$ cat config.mk
export PLATFORM = sky130hd
export DESIGN_NAME = btn_conditioner_flat
export DESIGN_NICKNAME = d
export VERILOG_FILES = /design/src/rtl/btn_conditioner_pkg.sv /design/src/rtl/btn_conditioner_if.sv /design/src/rtl/btn_conditioner_channel.sv /design/src/rtl/btn_conditioner.sv /design/src/flat_wrapper.sv
export SDC_FILE = /design/constraint.sdc
export NUM_CORES = 1
export LEC_CHECK = 0
export CORE_UTILIZATION = 30
export DETAILED_ROUTE_END_ITERATION = 7
export PLACE_DENSITY = 0.49
export SLEW_MARGIN = 20
export SYNTH_ARGS = -nofsm -noshare
export SYNTH_HDL_FRONTEND = slang
export SYNTH_HIERARCHICAL = 1
export SYNTH_SLANG_ARGS = --single-unit
$ cat constraint.sdc
create_clock -name clk -period 3.7 [get_ports clk]
set_input_delay 0.555 -clock clk [delete_from_list [all_inputs] [get_ports clk]]
set_output_delay 0.555 -clock clk [all_outputs]
set_load 0.005 [all_outputs]
$ cat src/rtl/btn_conditioner_pkg.sv
// Shared types and board defaults for the push-button conditioner.
// The defaults assume a 100 MHz board clock: 5 ms debounce, 250 ms first repeat and 50 ms repeat period.
package btn_conditioner_pkg;

  typedef enum logic [1:0] {
    ST_IDLE   = 2'd0,
    ST_DELAY  = 2'd1,
    ST_REPEAT = 2'd2,
    ST_HELD   = 2'd3
  } btn_state_e;

  localparam int N_BTN_DEF         = 6;
  localparam int DEBOUNCE_DEF      = 500000;
  localparam int REPEAT_EN_DEF     = 1;
  localparam int REPEAT_DELAY_DEF  = 25000000;
  localparam int REPEAT_PERIOD_DEF = 5000000;

  // The repeat counter serves both the first delay and the period, so it is sized for the larger of the two.
  function automatic int cnt_w(input int a, input int b);
    return $clog2((a > b) ? a : b);
  endfunction

endpackage

$ cat src/rtl/btn_conditioner_if.sv
// Button bundle between the board pins and the DAC control block.
// master drives the raw buttons; slave is the conditioner.
interface btn_conditioner_if
  import btn_conditioner_pkg::*;
#(
  parameter int N_BTN = N_BTN_DEF
);

  logic [N_BTN-1:0] btn_raw;
  logic [N_BTN-1:0] btn_level;
  logic [N_BTN-1:0] btn_pulse;
  logic             pulse_any;

  modport master (
    output btn_raw,
    input  btn_level,
    input  btn_pulse,
    input  pulse_any
  );

  modport slave (
    input  btn_raw,
    output btn_level,
    output btn_pulse,
    output pulse_any
  );

endinterface

$ cat src/rtl/btn_conditioner_channel.sv
// One button channel: 2-FF synchroniser, debounce filter and press/repeat FSM.
// pulse_nxt is the value pulse takes at the next edge, so the top can register pulse_any in step with it.
module btn_conditioner_channel
  import btn_conditioner_pkg::*;
#(
  parameter int DEBOUNCE_CYCLES = DEBOUNCE_DEF,
  parameter int REPEAT_EN       = REPEAT_EN_DEF,
  parameter int REPEAT_DELAY    = REPEAT_DELAY_DEF,
  parameter int REPEAT_PERIOD   = REPEAT_PERIOD_DEF
) (
  input  logic clk,
  input  logic rst,
  input  logic raw,
  output logic level,
  output logic pulse,
  output logic pulse_nxt
);

  localparam int DW = $clog2(DEBOUNCE_CYCLES);
  localparam int RW = cnt_w(REPEAT_DELAY, REPEAT_PERIOD);
  localparam logic [DW-1:0] DB_TC = DW'(DEBOUNCE_CYCLES - 1);
  localparam logic [RW-1:0] RD_TC = RW'(REPEAT_DELAY - 1);
  localparam logic [RW-1:0] RP_TC = RW'(REPEAT_PERIOD - 1);

  logic [1:0]    sync_q, sync_d;
  logic [DW-1:0] cnt_q, cnt_d;
  logic          level_q, level_d;
  logic          rise, fall;
  logic          rd_tc, rp_tc;
  logic          pulse_set;

  btn_state_e    state_q;
  logic [RW-1:0] rpt_cnt_q;
  logic          pulse_q;

  // Synchroniser and debounce.
  always_comb begin
    sync_d  = {sync_q[0], raw};
    cnt_d   = cnt_q;
    level_d = level_q;
    if (sync_q[1] == level_q) begin
      cnt_d = '0;
    end else if (cnt_q == DB_TC) begin
      level_d = sync_q[1];
      cnt_d   = '0;
    end else begin
      cnt_d = cnt_q + DW'(1);
    end
  end

  always_ff @(posedge clk or posedge rst) begin
    if (rst) begin
      sync_q  <= '0;
      cnt_q   <= '0;
      level_q <= 1'b0;
    end else begin
      sync_q  <= sync_d;
      cnt_q   <= cnt_d;
      level_q <= level_d;
    end
  end

  // Edges are taken from level_d, so the press pulse lands on the same edge the level rises.
  always_comb begin
    rise      = level_d & ~level_q;
    fall      = ~level_d & level_q;
    rd_tc     = (rpt_cnt_q == RD_TC);
    rp_tc     = (rpt_cnt_q == RP_TC);
    pulse_set = 1'b0;
    // A release beats a coinciding repeat terminal count.
    unique case (state_q)
      ST_IDLE:   pulse_set = rise;
      ST_DELAY:  pulse_set = rd_tc & ~fall;
      ST_REPEAT: pulse_set = rp_tc & ~fall;
      default:   pulse_set = 1'b0;
    endcase
  end

  always_ff @(posedge clk or posedge rst) begin
    if (rst) begin
      state_q   <= ST_IDLE;
      rpt_cnt_q <= '0;
      pulse_q   <= 1'b0;
    end else begin
      pulse_q <= pulse_set;
      if (fall) begin
        state_q   <= ST_IDLE;
        rpt_cnt_q <= '0;
      end else begin
        case (state_q)
          ST_IDLE: begin
            if (rise) begin
              rpt_cnt_q <= '0;
              state_q   <= (REPEAT_EN != 0) ? ST_DELAY : ST_HELD;
            end
          end
          ST_DELAY: begin
            if (rd_tc) begin
              rpt_cnt_q <= '0;
              state_q   <= ST_REPEAT;
            end else begin
              rpt_cnt_q <= rpt_cnt_q + RW'(1);
            end
          end
          ST_REPEAT: begin
            if (rp_tc) rpt_cnt_q <= '0;
            else       rpt_cnt_q <= rpt_cnt_q + RW'(1);
          end
          ST_HELD: ;
          default: begin
            state_q   <= ST_IDLE;
            rpt_cnt_q <= '0;
          end
        endcase
      end
    end
  end

  assign level     = level_q;
  assign pulse     = pulse_q;
  assign pulse_nxt = pulse_set;

endmodule

$ cat src/rtl/btn_conditioner.sv
// Push-button conditioner: N_BTN independent channels feeding the DAC inc/dec inputs.
// Simultaneous presses pulse together; the DAC block resolves priority.
module btn_conditioner
  import btn_conditioner_pkg::*;
#(
  parameter int N_BTN           = N_BTN_DEF,
  parameter int DEBOUNCE_CYCLES = DEBOUNCE_DEF,
  parameter int REPEAT_EN       = REPEAT_EN_DEF,
  parameter int REPEAT_DELAY    = REPEAT_DELAY_DEF,
  parameter int REPEAT_PERIOD   = REPEAT_PERIOD_DEF
) (
  input  logic               clk,
  input  logic               rst,
  btn_conditioner_if.slave   bus
);

  logic [N_BTN-1:0] level_w;
  logic [N_BTN-1:0] pulse_w;
  logic [N_BTN-1:0] pulse_nxt_w;
  logic             pulse_any_q, pulse_any_d;

  for (genvar gi = 0; gi < N_BTN; gi++) begin : g_ch
    btn_conditioner_channel #(
      .DEBOUNCE_CYCLES (DEBOUNCE_CYCLES),
      .REPEAT_EN       (REPEAT_EN),
      .REPEAT_DELAY    (REPEAT_DELAY),
      .REPEAT_PERIOD   (REPEAT_PERIOD)
    ) u_ch (
      .clk       (clk),
      .rst       (rst),
      .raw       (bus.btn_raw[gi]),
      .level     (level_w[gi]),
      .pulse     (pulse_w[gi]),
      .pulse_nxt (pulse_nxt_w[gi])
    );
  end

  // OR the next-cycle pulses so pulse_any is high in the same cycle as btn_pulse.
  always_comb pulse_any_d = |pulse_nxt_w;

  always_ff @(posedge clk or posedge rst) begin
    if (rst) pulse_any_q <= 1'b0;
    else     pulse_any_q <= pulse_any_d;
  end

  assign bus.btn_level = level_w;
  assign bus.btn_pulse = pulse_w;
  assign bus.pulse_any = pulse_any_q;

endmodule

$ cat src/flat_wrapper.sv
// flat-port wrapper written by rule: the top's interface ports become plain ports
module btn_conditioner_flat import btn_conditioner_pkg::*;
#(
  parameter int N_BTN           = N_BTN_DEF,
  parameter int DEBOUNCE_CYCLES = DEBOUNCE_DEF,
  parameter int REPEAT_EN       = REPEAT_EN_DEF,
  parameter int REPEAT_DELAY    = REPEAT_DELAY_DEF,
  parameter int REPEAT_PERIOD   = REPEAT_PERIOD_DEF
)
  (clk, rst, bus_btn_raw, bus_btn_level, bus_btn_pulse, bus_pulse_any);
  btn_conditioner_if #(.N_BTN(N_BTN)) bus_i ();
  input  logic clk;
  input  logic rst;
  input wire logic [$bits(bus_i.btn_raw)-1:0] bus_btn_raw;
  output wire logic [$bits(bus_i.btn_level)-1:0] bus_btn_level;
  output wire logic [$bits(bus_i.btn_pulse)-1:0] bus_btn_pulse;
  output wire logic [$bits(bus_i.pulse_any)-1:0] bus_pulse_any;
  assign bus_i.btn_raw = bus_btn_raw;
  assign bus_btn_level = bus_i.btn_level;
  assign bus_btn_pulse = bus_i.btn_pulse;
  assign bus_pulse_any = bus_i.pulse_any;
  btn_conditioner #(.N_BTN(N_BTN), .DEBOUNCE_CYCLES(DEBOUNCE_CYCLES), .REPEAT_EN(REPEAT_EN), .REPEAT_DELAY(REPEAT_DELAY), .REPEAT_PERIOD(REPEAT_PERIOD)) u_core (.clk(clk), .rst(rst), .bus(bus_i));
endmodule
==> flow_metrics.tcl <==
set metrics [dict create \
    power_density_nw_per_um2 380 \
    synth_xor_area_share_pct 9.50 \
    final_min_period_over_clock_period_pct 89.4 \
    clock_tree.buffer_depth 3 \
    tritoncts "done" \
    ys_ff_latch 301 \
    share_of_async_settable_or_async_resettable_flops_after_synthesis_pct 100 \
    yosys.area_share.adder_pct 3.60 \
    mostFrequentLayoutCells "301 x sky130_fd_sc_hd__dfrtp_1, 223 x sky130_fd_sc_hd__nor2_1, 203 x sky130_fd_sc_hd__nand2_1, 111 x sky130_fd_sc_hd__nand3_1, 94 x sky130_fd_sc_hd__xor2_1" \
    post_synth_net_total 1862 \
    synth_top_family_by_area "simple AND/OR/NAND/NOR gates" \
    totalWireLength_um 36200 \
    fp.coreArea_um2 55000 \
    outcome "completed" \
    stdcell_count 2619 \
    detailed_place.area_um2 17800 \
    cts_made_buffers 38 \
    ant_nets 0 \
    floorplan.die.height_um 238 \
    seq_power_share_pct 46.1 \
    wire_per_inst_um 13.8 \
    synthSimpleGateAreaFrac_pct 29.8 \
    synth-seq-area-share_pct 45.2 \
    via_density_per_instance 4.91 \
    dieArea_um2 56500 \
    insertedDiodeCount 0 \
    clkLatencyLatePin_ns 0.56 \
    dr.pass1.iters 5 \
    worst_slew_margin_relative_to_its_limit_pct 49.2 \
    combinationalPowerShare_pct 1.9 \
    grt_antenna_before_repair 1 \
    route.detailed.drc 0 \
    timing.critical_path.required_ns 4.14 \
    place.port_buffers 20 \
    worst_ir_drop_vdd_mv 0.289 \
    holdBufCountCts 0 \
    setup.worst_path.end_class "flip-flop" \
    sw_ratio_pct 22.0 \
    drt_iter0_drc 948 \
    setup-tns-final_ns 0 \
    ioPinCount 21 \
    numPlacedInstances 2552 \
    overflow 0 \
    finish.net_count 1900 \
    ctsHtreeMaxLevel 2 \
    synth-compound-area-share_pct 8.17 \
    worst_clock_skew_ns 0.0238 \
    fillerInstances 5530 \
    final_hold_viol_count 0 \
    timing.final.max_slew_violations 0 \
    sequential_area_um2 7530 \
    syn_avg_cell_area_um2 9.24 \
    total_leakage_power_uw 0.00773 \
    cp.arrival_ns 3.75 \
    period_minus_slack_ns 3.31 \
    cp_max_fo 17 \
    rsz0062_at_grt "no" \
    gpl_wtd_cong 0.807 \
    mappedNetlistArea_um2 16700 \
    crit_path_start_kind "flip-flop" \
    finish.instance_area_um2 19100 \
    clock_network_fraction_of_total_power_pct 52.0 \
    grt_pass1_vias 12537 \
    switching_power_uw 1590 \
    clkTransAtPathRegs_ns 0.06 \
    grt_pass1_wl_um 62400 \
    synth_mux_area_share_pct 0.458 \
    multi_input_combinational_cell_area_um2 8600 \
    grt_util_all_layers_pct 13.1 \
    worst_pin_slew_ns 0.756 \
    die_w_um 238 \
    synth.yosys.warnings 6 \
    cts_root_buf "sky130_fd_sc_hd__clkbuf_16" \
    proportion_of_layout_cells_with_a_drive_suffix_above_1_pct 10.4 \
    syn2layout_area_growth_pct 14.3 \
    cts.sinks 301 \
    setup_viol_count_final 0 \
    ys_dominant_reg_cell "sky130_fd_sc_hd__dfrtp_1" \
    via_count 12855 \
    library_cells_used_by_synthesis 63 \
    criticalPathCategory "flip-flop to flip-flop" \
    intPower_uw 5650 \
    type_of_the_worst_min_delay_path "flip-flop to flip-flop" \
    synth_edf_count 0 \
    final_common_cell "sky130_fd_sc_hd__dfrtp_1" \
    dpl.hpwl_um 24100 \
    grt_start_max_net_pins 51 \
    maxCapViolations 0 \
    synthCells 1806 \
    initial_utilization_pct 30.3 \
    fp-row-count 86 \
    max_clock_freq_mhz 302 \
]
==> flip-flops by register name (all words and copies together), names as in the netlist <==
name / cells
u_core/g_ch.u_ch/cnt_q: 114
u_core/bus.pulse_any: 1
u_core/g_ch.u_ch/rpt_cnt_q: 150
u_core/g_ch.u_ch/sync_q: 12
u_core/g_ch.u_ch/pulse: 6
u_core/g_ch.u_ch/state_q: 12
u_core/g_ch.u_ch/level: 6
==> power groups by stage <==
stage | registers [uW] | clock network (uW) | logic (uW)
2_1_floorplan | 3390 | 0 | 95.9
3_3_place_gp | 3390 | 0 | 147
3_5_place_dp | 3400 | 0 | 148
4_1_cts | 3340 | 3940 | 148
5_1_grt | 3340 | 4050 | 165
6_report | 3340 | 3760 | 138
==> per-layer routing <==
layer,vias to the layer above,part of all wire [%],global-route usage [%]
met2,200,44,20.0
met1,6164,50,18.5
met5,-,0,0
met4,0,2.0,3.91
li1,6448,-,-
met3,43,3.8,2.62
==> cells by family after synthesis <==
logic type                 count (synthesis)
muxes                                      7
buffers and inverters                    122
adders and majority gates                 48
DFF                                      301
and+or+nand+nor                          938
AOI/OAI and AO/OA                        209
xor gates and xnor gates                 181
==> area by class of cell <==
cell class              instances  share of cell area [%]
clock buffers                  51                    5.56
clock inverters                16                    1.06
inverters                      65                    1.28
multi-input cells            1383                    45.1
flip-flops and latches        301                    39.5
well taps                     748                    4.91
repair buffers                 55                    2.56
==> stage by stage <==
stage | hold slack, ns | utilization [%] | power, uW | worst slack (ns)
6_report | 0.345 | 34.7 | 7240 | 0.390
5_1_grt | 0.360 | 34.7 | 7550 | 0.0250
4_1_cts | 0.348 | 34.7 | 7420 | 0.377
3_5_place_dp | 0.336 | 32.4 | 3540 | 0.384
3_3_place_gp | 0.331 | 32.4 | 3540 | 0.440
2_1_floorplan | 0.284 | - | 3490 | 0.711
==> repair_timing <==
action                                  in CTS  in global routing
resized for setup                            0                  1
endpoints found under the setup margin       0                  1
setup buffers                                0                  0
endpoints found under the hold margin        0                  0
==> Yosys cell counts, drive strengths merged, types with 6 or more instances <==
library cell	instances	area (um2)
dfrtp	301	7530
a21oi	48	270
and2	18	113
nand3	112	566
nand4	78	488
or2	15	93.8
and3	27	169
xnor2	87	762
nor4b	13	114
and4	22	193
nand2	203	762
o22ai	11	68.8
nor3	60	368
nor2b	10	62.6
inv	65	244
nor4	57	438
nor2	265	1120
ha	48	601
a22o	6	52.6
o311ai	14	123
o211ai	34	255
or4	8	63.8
o21ai	65	329
xor2	94	823
or3	23	144
nand4b	6	52.6
a21o	7	52.6
or4b	7	88.8
clkbuf	22	82.6
buf	35	224
==> path summary, 6_finish.rpt <==
kind | from | to | slack [ns] | cells after the start
worst min-delay path | u_core/g_ch[2].u_ch/sync_q[0] | u_core/g_ch[2].u_ch/sync_q[1] | 0.34 | 0
max in group asynchronous | rst | u_core/g_ch[5].u_ch/rpt_cnt_q[7] | 2.08 | 3
worst min register to register | u_core/g_ch[2].u_ch/sync_q[0] | u_core/g_ch[2].u_ch/sync_q[1] | 0.34 | 0
min in group asynchronous | rst | u_core/bus.pulse_any | 0.64 | 2
worst max-delay path | u_core/g_ch[4].u_ch/cnt_q[0] | u_core/g_ch[4].u_ch/rpt_cnt_q[16] | 0.39 | 11
worst max register to register | u_core/g_ch[4].u_ch/cnt_q[0] | u_core/g_ch[4].u_ch/rpt_cnt_q[16] | 0.39 | 11
==> worst max-delay path, stage by stage, from the launching register on <==
cell and delay (ns):
sky130_fd_sc_hd__dfrtp_1 0.38, sky130_fd_sc_hd__ha_1 0.22, sky130_fd_sc_hd__nand4_1 0.18, sky130_fd_sc_hd__nor4_1 0.55
sky130_fd_sc_hd__nor2_1 0.12, sky130_fd_sc_hd__a21o_1 0.19, sky130_fd_sc_hd__ha_1 0.30, sky130_fd_sc_hd__and2_1 0.22
sky130_fd_sc_hd__or2_2 0.45, sky130_fd_sc_hd__nor4_1 0.37, sky130_fd_sc_hd__xnor2_1 0.16, sky130_fd_sc_hd__nor2_1 0.05
No activity file was read; power rests on OpenSTA's default activity.
